`config.mk`:
```
export PLATFORM = sky130hd
export DESIGN_NAME = mult_job_sequencer_flat
export DESIGN_NICKNAME = d
export VERILOG_FILES = /design/src/rtl/mult_job_sequencer_if.sv /design/src/rtl/mult_job_sequencer.sv /design/src/flat_wrapper.sv
export SDC_FILE = /design/constraint.sdc
export NUM_CORES = 1
export LEC_CHECK = 0
export CAP_MARGIN = 40
export CELL_PAD_IN_SITES_DETAIL_PLACEMENT = 0
export CELL_PAD_IN_SITES_GLOBAL_PLACEMENT = 1
export CORE_MARGIN = 1.5
export CORE_UTILIZATION = 27
export DETAILED_ROUTE_END_ITERATION = 10
export PLACE_DENSITY_LB_ADDON = 0.1
export SLEW_MARGIN = 20
export SYNTH_ARGS = -nofsm -noshare
export SYNTH_HDL_FRONTEND = slang
export SYNTH_SLANG_ARGS = --single-unit
```
`constraint.sdc`:
```
create_clock -name clk -period 1.6 [get_ports clk]
set_input_delay 0.32 -clock clk [delete_from_list [all_inputs] [get_ports clk]]
set_output_delay 0.32 -clock clk [all_outputs]
set_load 0.02 [all_outputs]
```
`src/rtl/mult_job_sequencer_if.sv`:
```
// Request/response bundle between two job requesters and the shared multiplier sequencer.
// The sequencer takes the slave side; the requesters and the result consumer take the master side.
interface mult_job_sequencer_if #(
   parameter int WIDTH = 8
);
   logic [1:0]         req_valid;
   logic [1:0]         req_ready;
   logic [2*WIDTH-1:0] req_a;
   logic [2*WIDTH-1:0] req_b;
   logic               rsp_valid;
   logic               rsp_ready;
   logic               rsp_id;
   logic [2*WIDTH-1:0] rsp_prod;

   modport master (
      output req_valid, req_a, req_b, rsp_ready,
      input  req_ready, rsp_valid, rsp_id, rsp_prod
   );

   modport slave (
      input  req_valid, req_a, req_b, rsp_ready,
      output req_ready, rsp_valid, rsp_id, rsp_prod
   );
endinterface

```
`src/rtl/mult_job_sequencer.sv`:
```
// Control path for the shared add-shift signed multiplier: round-robin job intake,
// fixed-latency add/sub+shift stepping of the external datapath, and product return.
module mult_job_sequencer #(
   parameter int WIDTH = 8
) (
   input  logic             clk,
   input  logic             reset_n,
   mult_job_sequencer_if.slave bus,
   output logic             dp_clr,
   output logic             dp_ld,
   output logic [WIDTH-1:0] dp_sval,
   output logic [WIDTH-1:0] dp_bval,
   output logic             dp_add,
   output logic             dp_sub,
   output logic             dp_shift,
   input  logic             dp_m,
   input  logic [WIDTH-1:0] dp_a,
   input  logic [WIDTH-1:0] dp_b
);
   localparam int CNT_W = $clog2(WIDTH);
   localparam logic [CNT_W-1:0] CNT_MAX = CNT_W'(WIDTH - 1);

   typedef enum logic [2:0] {
      IDLE,
      LOAD,
      OP,
      SHIFT,
      CAPT,
      DONE
   } state_t;

   state_t               state_q, state_d;
   logic [CNT_W-1:0]     cnt_q, cnt_d;
   logic                 rrPri_q, rrPri_d;
   logic                 id_q, id_d;
   logic [WIDTH-1:0]     sval_q, sval_d;
   logic [WIDTH-1:0]     bval_q, bval_d;
   logic [2*WIDTH-1:0]   prod_q, prod_d;
   logic [1:0]           grant;

   always_ff @(posedge clk) begin
      if (!reset_n) begin
         state_q <= IDLE;
         cnt_q   <= '0;
         rrPri_q <= 1'b0;
         id_q    <= 1'b0;
         sval_q  <= '0;
         bval_q  <= '0;
         prod_q  <= '0;
      end else begin
         state_q <= state_d;
         cnt_q   <= cnt_d;
         rrPri_q <= rrPri_d;
         id_q    <= id_d;
         sval_q  <= sval_d;
         bval_q  <= bval_d;
         prod_q  <= prod_d;
      end
   end

   // Strobes come only from the registered state so a requester can never glitch the datapath.
   always_comb begin
      state_d       = state_q;
      cnt_d         = cnt_q;
      rrPri_d       = rrPri_q;
      id_d          = id_q;
      sval_d        = sval_q;
      bval_d        = bval_q;
      prod_d        = prod_q;
      grant         = 2'b00;
      dp_clr        = 1'b0;
      dp_ld         = 1'b0;
      dp_add        = 1'b0;
      dp_sub        = 1'b0;
      dp_shift      = 1'b0;
      bus.rsp_valid = 1'b0;

      case (state_q)
         IDLE: begin
            grant[0] = bus.req_valid[0] && (rrPri_q == 1'b0 || !bus.req_valid[1]);
            grant[1] = bus.req_valid[1] && (rrPri_q == 1'b1 || !bus.req_valid[0]);
            if (grant != 2'b00) begin
               id_d    = grant[1];
               rrPri_d = ~grant[1];
               sval_d  = grant[1] ? bus.req_a[2*WIDTH-1:WIDTH] : bus.req_a[WIDTH-1:0];
               bval_d  = grant[1] ? bus.req_b[2*WIDTH-1:WIDTH] : bus.req_b[WIDTH-1:0];
               state_d = LOAD;
            end
         end
         LOAD: begin
            dp_clr  = 1'b1;
            dp_ld   = 1'b1;
            cnt_d   = '0;
            state_d = OP;
         end
         OP: begin
            // The multiplier's top bit carries negative weight, so it subtracts.
            if (dp_m) begin
               if (cnt_q == CNT_MAX) dp_sub = 1'b1;
               else                  dp_add = 1'b1;
            end
            state_d = SHIFT;
         end
         SHIFT: begin
            dp_shift = 1'b1;
            if (cnt_q == CNT_MAX) begin
               state_d = CAPT;
            end else begin
               cnt_d   = cnt_q + CNT_W'(1);
               state_d = OP;
            end
         end
         CAPT: begin
            prod_d  = {dp_a, dp_b};
            state_d = DONE;
         end
         DONE: begin
            bus.rsp_valid = 1'b1;
            if (bus.rsp_ready) state_d = IDLE;
         end
         default: state_d = IDLE;
      endcase
   end

   assign bus.req_ready = grant;
   assign bus.rsp_id    = id_q;
   assign bus.rsp_prod  = prod_q;
   assign dp_sval       = sval_q;
   assign dp_bval       = bval_q;
endmodule
```
`src/flat_wrapper.sv`:
```
// flat-port wrapper written by rule: the top's interface ports become plain ports
module mult_job_sequencer_flat 
#(
   parameter int WIDTH = 8
)
  (clk, reset_n, dp_clr, dp_ld, dp_sval, dp_bval, dp_add, dp_sub, dp_shift, dp_m, dp_a, dp_b, bus_req_valid, bus_req_a, bus_req_b, bus_rsp_ready, bus_req_ready, bus_rsp_valid, bus_rsp_id, bus_rsp_prod);
  mult_job_sequencer_if #(.WIDTH(WIDTH)) bus_i ();
  input  logic clk;
  input  logic reset_n;
  output logic dp_clr;
  output logic dp_ld;
  output logic [WIDTH-1:0] dp_sval;
  output logic [WIDTH-1:0] dp_bval;
  output logic dp_add;
  output logic dp_sub;
  output logic dp_shift;
  input  logic dp_m;
  input  logic [WIDTH-1:0] dp_a;
  input  logic [WIDTH-1:0] dp_b;
  input wire logic [$bits(bus_i.req_valid)-1:0] bus_req_valid;
  input wire logic [$bits(bus_i.req_a)-1:0] bus_req_a;
  input wire logic [$bits(bus_i.req_b)-1:0] bus_req_b;
  input wire logic [$bits(bus_i.rsp_ready)-1:0] bus_rsp_ready;
  output wire logic [$bits(bus_i.req_ready)-1:0] bus_req_ready;
  output wire logic [$bits(bus_i.rsp_valid)-1:0] bus_rsp_valid;
  output wire logic [$bits(bus_i.rsp_id)-1:0] bus_rsp_id;
  output wire logic [$bits(bus_i.rsp_prod)-1:0] bus_rsp_prod;
  assign bus_i.req_valid = bus_req_valid;
  assign bus_i.req_a = bus_req_a;
  assign bus_i.req_b = bus_req_b;
  assign bus_i.rsp_ready = bus_rsp_ready;
  assign bus_req_ready = bus_i.req_ready;
  assign bus_rsp_valid = bus_i.rsp_valid;
  assign bus_rsp_id = bus_i.rsp_id;
  assign bus_rsp_prod = bus_i.rsp_prod;
  mult_job_sequencer #(.WIDTH(WIDTH)) u_core (.clk(clk), .reset_n(reset_n), .bus(bus_i), .dp_clr(dp_clr), .dp_ld(dp_ld), .dp_sval(dp_sval), .dp_bval(dp_bval), .dp_add(dp_add), .dp_sub(dp_sub), .dp_shift(dp_shift), .dp_m(dp_m), .dp_a(dp_a), .dp_b(dp_b));
endmodule
```
==> results.json, run 1 <==
{
  "total_power_uw": 2460,
  "grt_max_degree": 21,
  "worstSkewPairLatency_ns": 0.28,
  "holdPathStages": 2,
  "layout_setup_ws_ns": 0.0402,
  "cp_slowest_stage_delay_ns": 0.63,
  "vias": 1766,
  "whs_ns": 0.452,
  "drt_iter0_markers": 61,
  "comb_power_share_pct": 23.1,
  "clkPwrFrac_pct": 33.1,
  "fmax_ghz": 0.641,
  "swShare_pct": 25.6,
  "crit_type": "flip-flop to output port",
  "final_util_pct": 49.1,
  "wl_met1_um": 2380,
  "ys_ff_latch": 40,
  "layout_min_cycle_time_ns": 1.56,
  "yosys.cell_types.count": 34,
  "cts_tree": "yes",
  "grt_pass1_vias": 1754,
  "async_flop_share_pct": 0,
  "path_clk_slew_ns": 0.08,
  "core_um2": 6310,
  "drv_cap": 0,
  "nNetsFinal": 356,
  "rows": 29,
  "antenna_found_initial": 0,
  "dp_hpwl_um": 3620,
  "vdd_ir_drop_max_uv": 395,
  "crit_required_ns": 1.28,
  "setup-violations-final": 0,
  "drc": 0,
  "cts_num_sinks": 40,
  "post_drt_wl_per_cell_um": 13.4,
  "cp-end-kind": "output port",
  "cp-start-kind": "flip-flop",
  "critical_path_buf_inv_count": 1,
  "syn-mean-instance-area_um2": 9.38,
  "leakagePower_uw": 0.00126,
  "p_per_area_nw_per_um2": 792,
  "synth_edf_count": 0,
  "die-area_um2": 6990,
  "num_antenna_cells": 0,
  "status": "finished, final reports clean",
  "htree_levels": 2,
  "synth_ff_type": "dfxtp_1",
  "grt_pass1_wl_um": 8250,
  "synth_nets": 243,
  "fin_crit_sh_pct": 97.5,
  "cp_top_family": "buffers and inverters",
  "path_depth": 1,
  "syn_inst": 187,
  "io_pins": 95,
  "gp_congestion": 0.698,
  "grt.overflow.total": 0,
  "root_buffer": "clkbuf_8",
  "hold_viol_final": 0,
  "drt_wl_total_um": 5060,
  "synthesis.area_um2": 1750,
  "port_buffers": 94,
  "worstPathCellList": "clkdlybuf4s50_1",
  "area_growth_pct": 76.7,
  "firstDrtPassIters": 4,
  "fin_cells": 378,
  "finalClockSkew_ns": 0.00741,
  "p_int_uw": 1830,
  "ant_nets": 0,
  "vias_per_cell": 4.67,
  "worst_pin_slew_ns": 0.309,
  "holdBufCountCts": 0,
  "wl_met3_um": 350,
  "worstPathArrival_ns": 1.24,
  "numCtsBuffers": 5,
  "die_w_um": 83.6,
  "clockBufferDepth": 2,
  "seq_power_share_pct": 43.8,
  "rsz0062_at_grt": "true",
  "slew_headroom_pct": 79.2,
  "drv_slew": 0,
  "top_layer": "met4",
  "hold_path.class": "flip-flop to flip-flop",
  "slowest_stage": "clkdlybuf4s50_1",
  "grt_usage_pct": 14.5,
  "seq_area_frac_synth_pct": 45.6,
  "place_ws_ns": -0.458,
  "cp_max_fo": 2,
  "die_y_um": 83.6,
  "start_util_pct": 27.8,
  "post-place-cells": 368,
  "reg2regPathDepth": 5,
  "route.met2.wl_um": 2260,
  "yosysWarnings": 0,
  "drive_above_1_share_pct": 20.6,
  "p_switching_uw": 630
}
-- power groups by stage --
stage,Sequential [µW],Clock (µW),Combinational [µW]
finish,1080,813,567
global route,1080,891,610
CTS,1080,848,556
detailed placement,1100,0,563
global placement,1100,0,567
floorplan,1140,0,197
-- layer usage --
layer	vias up	global-route usage, %
li1	912	-
met1	789	19.6
met2	58	22.2
met3	7	4.15
met4	0	4.92
met5	-	0
-- cells by family after synthesis --
group	after synthesis	share of synthesized area, %
adders and majority gates	2	1.43
and+or+nand+nor	64	18.2
AOI/OAI and AO/OA	63	28.7
DFF	40	45.6
muxes	1	0.571
buffers and inverters	17	5.49
-- sequential cells by signal (all words and copies together) (netlist names) --
signal / cells
u_core.dp_bval: 8
u_core.rrPri_q: 1
u_core.state_q: 3
u_core.dp_sval: 8
u_core.cnt_q: 3
u_core.bus.rsp_prod: 16
u_core.bus.rsp_id: 1
-- final timing paths --
check / startpoint / end / slack (ns)
min reg2reg: u_core.bus.rsp_prod[2] / u_core.bus.rsp_prod[2] / 0.45
max: u_core.dp_bval[7] / dp_bval[7] / 0.04
min: u_core.bus.rsp_prod[2] / u_core.bus.rsp_prod[2] / 0.45
max reg2reg: u_core.state_q[2] / u_core.dp_sval[3] / 0.05
-- repair_timing --
action                                  CTS  global route
gates cloned                              0             0
resized for setup                        44            24
pin swaps                                 0             3
endpoints found under the hold margin     0             0
setup buffers                             0             2
endpoints found under the setup margin    8            32
-- cell usage in the layout, fill, tap and decap left out, drive strengths merged, types with 6 or more instances in the layout --
master	instances
clkdlybuf4s50	75
dfxtp	40
nand2	38
buf	35
a21boi	18
a32oi	16
o2bb2ai	16
dlymetal6s2s	10
clkbuf	7
nor2	6
-- cell type report --
type | instances | area, µm²
clock buffer | 6 | 72.6
clock inverter | 2 | 35.0
fill | 634 | 3210
inverter | 1 | 3.75
multi-input combinational | 130 | 913
sequential | 40 | 812
tap | 77 | 96.3
timing repair buffer | 122 | 1170
-- synthesized netlist by cell type (2+ instances only) --
cell type / instances / share of area, %
dfxtp_1: 40 / 46
nand2_1: 38 / 8.1
a32oi_1: 16 / 8.0
o2bb2ai_1: 16 / 8.0
a21boi_1: 10 / 4.3
buf_2: 8 / 2.3
a21boi_0: 7 / 3.0
nor2_1: 6 / 1.3
a21oi_1: 5 / 1.4
clkbuf_1: 4 / 0.86
nand3_1: 4 / 1.1
o21ai_0: 4 / 1.1
nand2b_1: 3 / 1.1
and3_1: 2 / 0.71
buf_4: 2 / 0.86
buf_6: 2 / 1.3
ha_1: 2 / 1.4
nor4bb_1: 2 / 1.1
-- through the flow --
stage	setup TNS (ns)	area, µm²
floorplan	0	1760
global placement	-4.91	2910
global route	-0.0801	3100
detailed placement	-4.94	2910
CTS	-0.00270	3030
finish	0	3100
Note: power is estimated with default switching activity, not from simulation.
==> run 2, diff against run 1 <==
CAP_MARGIN = default   (was 40)
==> results of run 2 <==
The final DEF is identical to that of run 1; final timing and power are the same.
==> run 3, diff against run 2 <==
ABC_AREA = 1   (was default)
CELL_PAD_IN_SITES_GLOBAL_PLACEMENT = 2   (was 1)
CORE_UTILIZATION = 20   (was 27)
==> results.json, run 3 <==
{
  "place_ws_ns": -0.450,
  "synth_area_leaders": "dfxtp_1 42%, nand2_1 13%, nor2_1 8.2%, nand3_1 5.5%, a21oi_2 4.6%",
  "drv_cap": 0,
  "post_drt_wl_per_cell_um": 11.9,
  "io_pins": 95,
  "gp_congestion": 0.669,
  "seq_area_um2": 810,
  "path_clk_slew_ns": 0.09,
  "htree_levels": 2,
  "antenna_found_initial": 0,
  "worstSkewPairLatency_ns": 0.30,
  "grt_usage_pct": 12.2,
  "multi_input_area_um2": 1020,
  "fin_cells": 512,
  "cp_slowest_stage_delay_ns": 0.35,
  "clkPwrFrac_pct": 31.3,
  "total_power_uw": 2770,
  "start_util_pct": 20.7,
  "ant_nets": 0,
  "worst_pin_slew_ns": 0.297,
  "yosys.area.top_type": "dfxtp_1",
  "die-area_um2": 10200,
  "p_switching_uw": 838,
  "root_buffer": "clkbuf_8",
  "largest_reg_flops": 16,
  "worstPathCellList": "ha_4 > ha_4 > nor3_2 > buf_4",
  "cts_tree": "yes",
  "synth_edf_count": 0,
  "die_w_um": 101,
  "firstDrtPassIters": 4,
  "finalClockSkew_ns": 0.00896,
  "cp_common_cell": "ha_4",
  "r2r_slack_ns": 0.26,
  "die_y_um": 101,
  "p_per_area_nw_per_um2": 810,
  "reg2regPathDepth": 9,
  "drive_above_1_share_pct": 24.8,
  "cts_num_sinks": 40,
  "slew_headroom_pct": 80.2,
  "async_flop_share_pct": 0,
  "yosysTopAreaCellShare_pct": 41.9,
  "area_growth_pct": 78.9,
  "rsz0062_at_grt": "true",
  "crit_required_ns": 1.28,
  "final_cell_mix": "63 x nand2_1, 55 x clkdlybuf4s50_1, 42 x nor2_1, 35 x dfxtp_1, 32 x buf_4",
  "holdPathStages": 2,
  "final_cell_area_um2": 3420,
  "syn-mean-instance-area_um2": 7.27,
  "syn_inst": 263,
  "cp-end-kind": "output port",
  "final_common_cell": "nand2_1",
  "layout_min_cycle_time_ns": 1.59,
  "drc": 0,
  "core_um2": 9240,
  "cp_max_fo": 2,
  "worstPathArrival_ns": 1.27,
  "grt_max_degree": 20,
  "numCtsBuffers": 5,
  "ys_ff_latch": 40,
  "synthesis.area_um2": 1910,
  "synth_nets": 319,
  "seq_area_frac_synth_pct": 41.9,
  "port_buffers": 94,
  "rows": 35,
  "grt_pass1_wl_um": 9750,
  "vdd_ir_drop_max_uv": 341,
  "drt_wl_total_um": 6120,
  "setup-violations-final": 0,
  "yosys-top-cells-count": "64 x nand2_1, 42 x nor2_1, 40 x dfxtp_1",
  "drt_iter0_markers": 30,
  "vias_per_cell": 3.94,
  "comb_power_share_pct": 29.1,
  "cp-start-kind": "flip-flop",
  "synth_ff_type": "dfxtp_1",
  "layout_setup_ws_ns": 0.0119,
  "status": "finished, final reports clean",
  "nNetsFinal": 438,
  "yosysMostFrequentCell": "nand2_1",
  "hold_path.class": "flip-flop to flip-flop",
  "fill_cells": 1019,
  "dp_hpwl_um": 4280,
  "swShare_pct": 30.2,
  "num_antenna_cells": 0,
  "drv_slew": 0,
  "post-place-cells": 499,
  "slowest_stage": "dfxtp_2",
  "fmax_ghz": 0.630,
  "vias": 2018,
  "leakagePower_uw": 0.00188,
  "grt.overflow.total": 0,
  "grt_pass1_vias": 1956,
  "yosysWarnings": 0,
  "p_int_uw": 1940,
  "hold_viol_final": 0,
  "seq_power_share_pct": 39.6,
  "final_util_pct": 37.0,
  "fin_crit_sh_pct": 99.3,
  "crit_type": "flip-flop to output port",
  "yosys.cell_types.count": 27,
  "place_area_um2": 3150,
  "clockBufferDepth": 2
}
run 3: final cells by class:
| type | count | share of cell area [%] |
|---|---|---|
| Timing Repair Buffer | 123 | 36.2 |
| Multi-Input combinational cell | 193 | 29.9 |
| Sequential cell | 40 | 23.6 |
| Tap cell | 129 | 4.71 |
| Inverter | 19 | 2.23 |
| Clock buffer | 5 | 2.01 |
| Clock inverter | 3 | 1.35 |
run 3: worst paths after layout:
check                      endpoint               from
setup / recovery             dp_add    u_core.cnt_q[1]
hold / removal    u_core.bus.rsp_id  u_core.bus.rsp_id
setup reg to reg  u_core.dp_bval[6]     u_core.rrPri_q
hold reg to reg   u_core.bus.rsp_id  u_core.bus.rsp_id
run 3: cell families after synthesis:
group	Yosys count	synth area share, %
simple gates	148	35.1
compound gates	42	13.5
flops	40	41.9
buf+inv	31	8.24
fa+ha+maj	2	1.31
run 3: power by group through the flow:
stage / sequential (µW) / combinational, µW / clock (µW)
final: 1100 / 807 / 868
after CTS: 1100 / 781 / 912
after global routing: 1110 / 887 / 952
after detailed placement: 1120 / 778 / 0
after floorplan: 1160 / 339 / 0
after global placement: 1110 / 778 / 0
run 3: routing by layer:
| layer | global-route usage, % | wire length, µm |
|---|---|---|
| met3 | 4.37 | 486 |
| met4 | 3.58 | 51 |
| met5 | 0 | 0 |
| met2 | 20.1 | 2790 |
| met1 | 14.9 | 2790 |
run 3: stage by stage:
stage,setup TNS (ns),hold WS (ns)
after floorplan,0,0.449
after global placement,-5.55,0.451
after detailed placement,-5.91,0.454
after CTS,0,0.466
after global routing,-0.161,0.480
final,0,0.465
run 3: critical path: cells and delay by family (launching register included):
family	cells	cell delay, ns
fa+ha+maj	2	0.31
buf+inv	1	0.16
simple gates	1	0.16
flops	1	0.35
run 3: repair_timing:
action | in CTS | in global routing
buffers inserted | 0 | 4
setup endpoints to repair | 10 | 52
cloned | 0 | 1
gates resized for setup | 54 | 41
pin swaps | 3 | 3
endpoints found under the hold margin | 0 | 0
hold buffers | 0 | 0
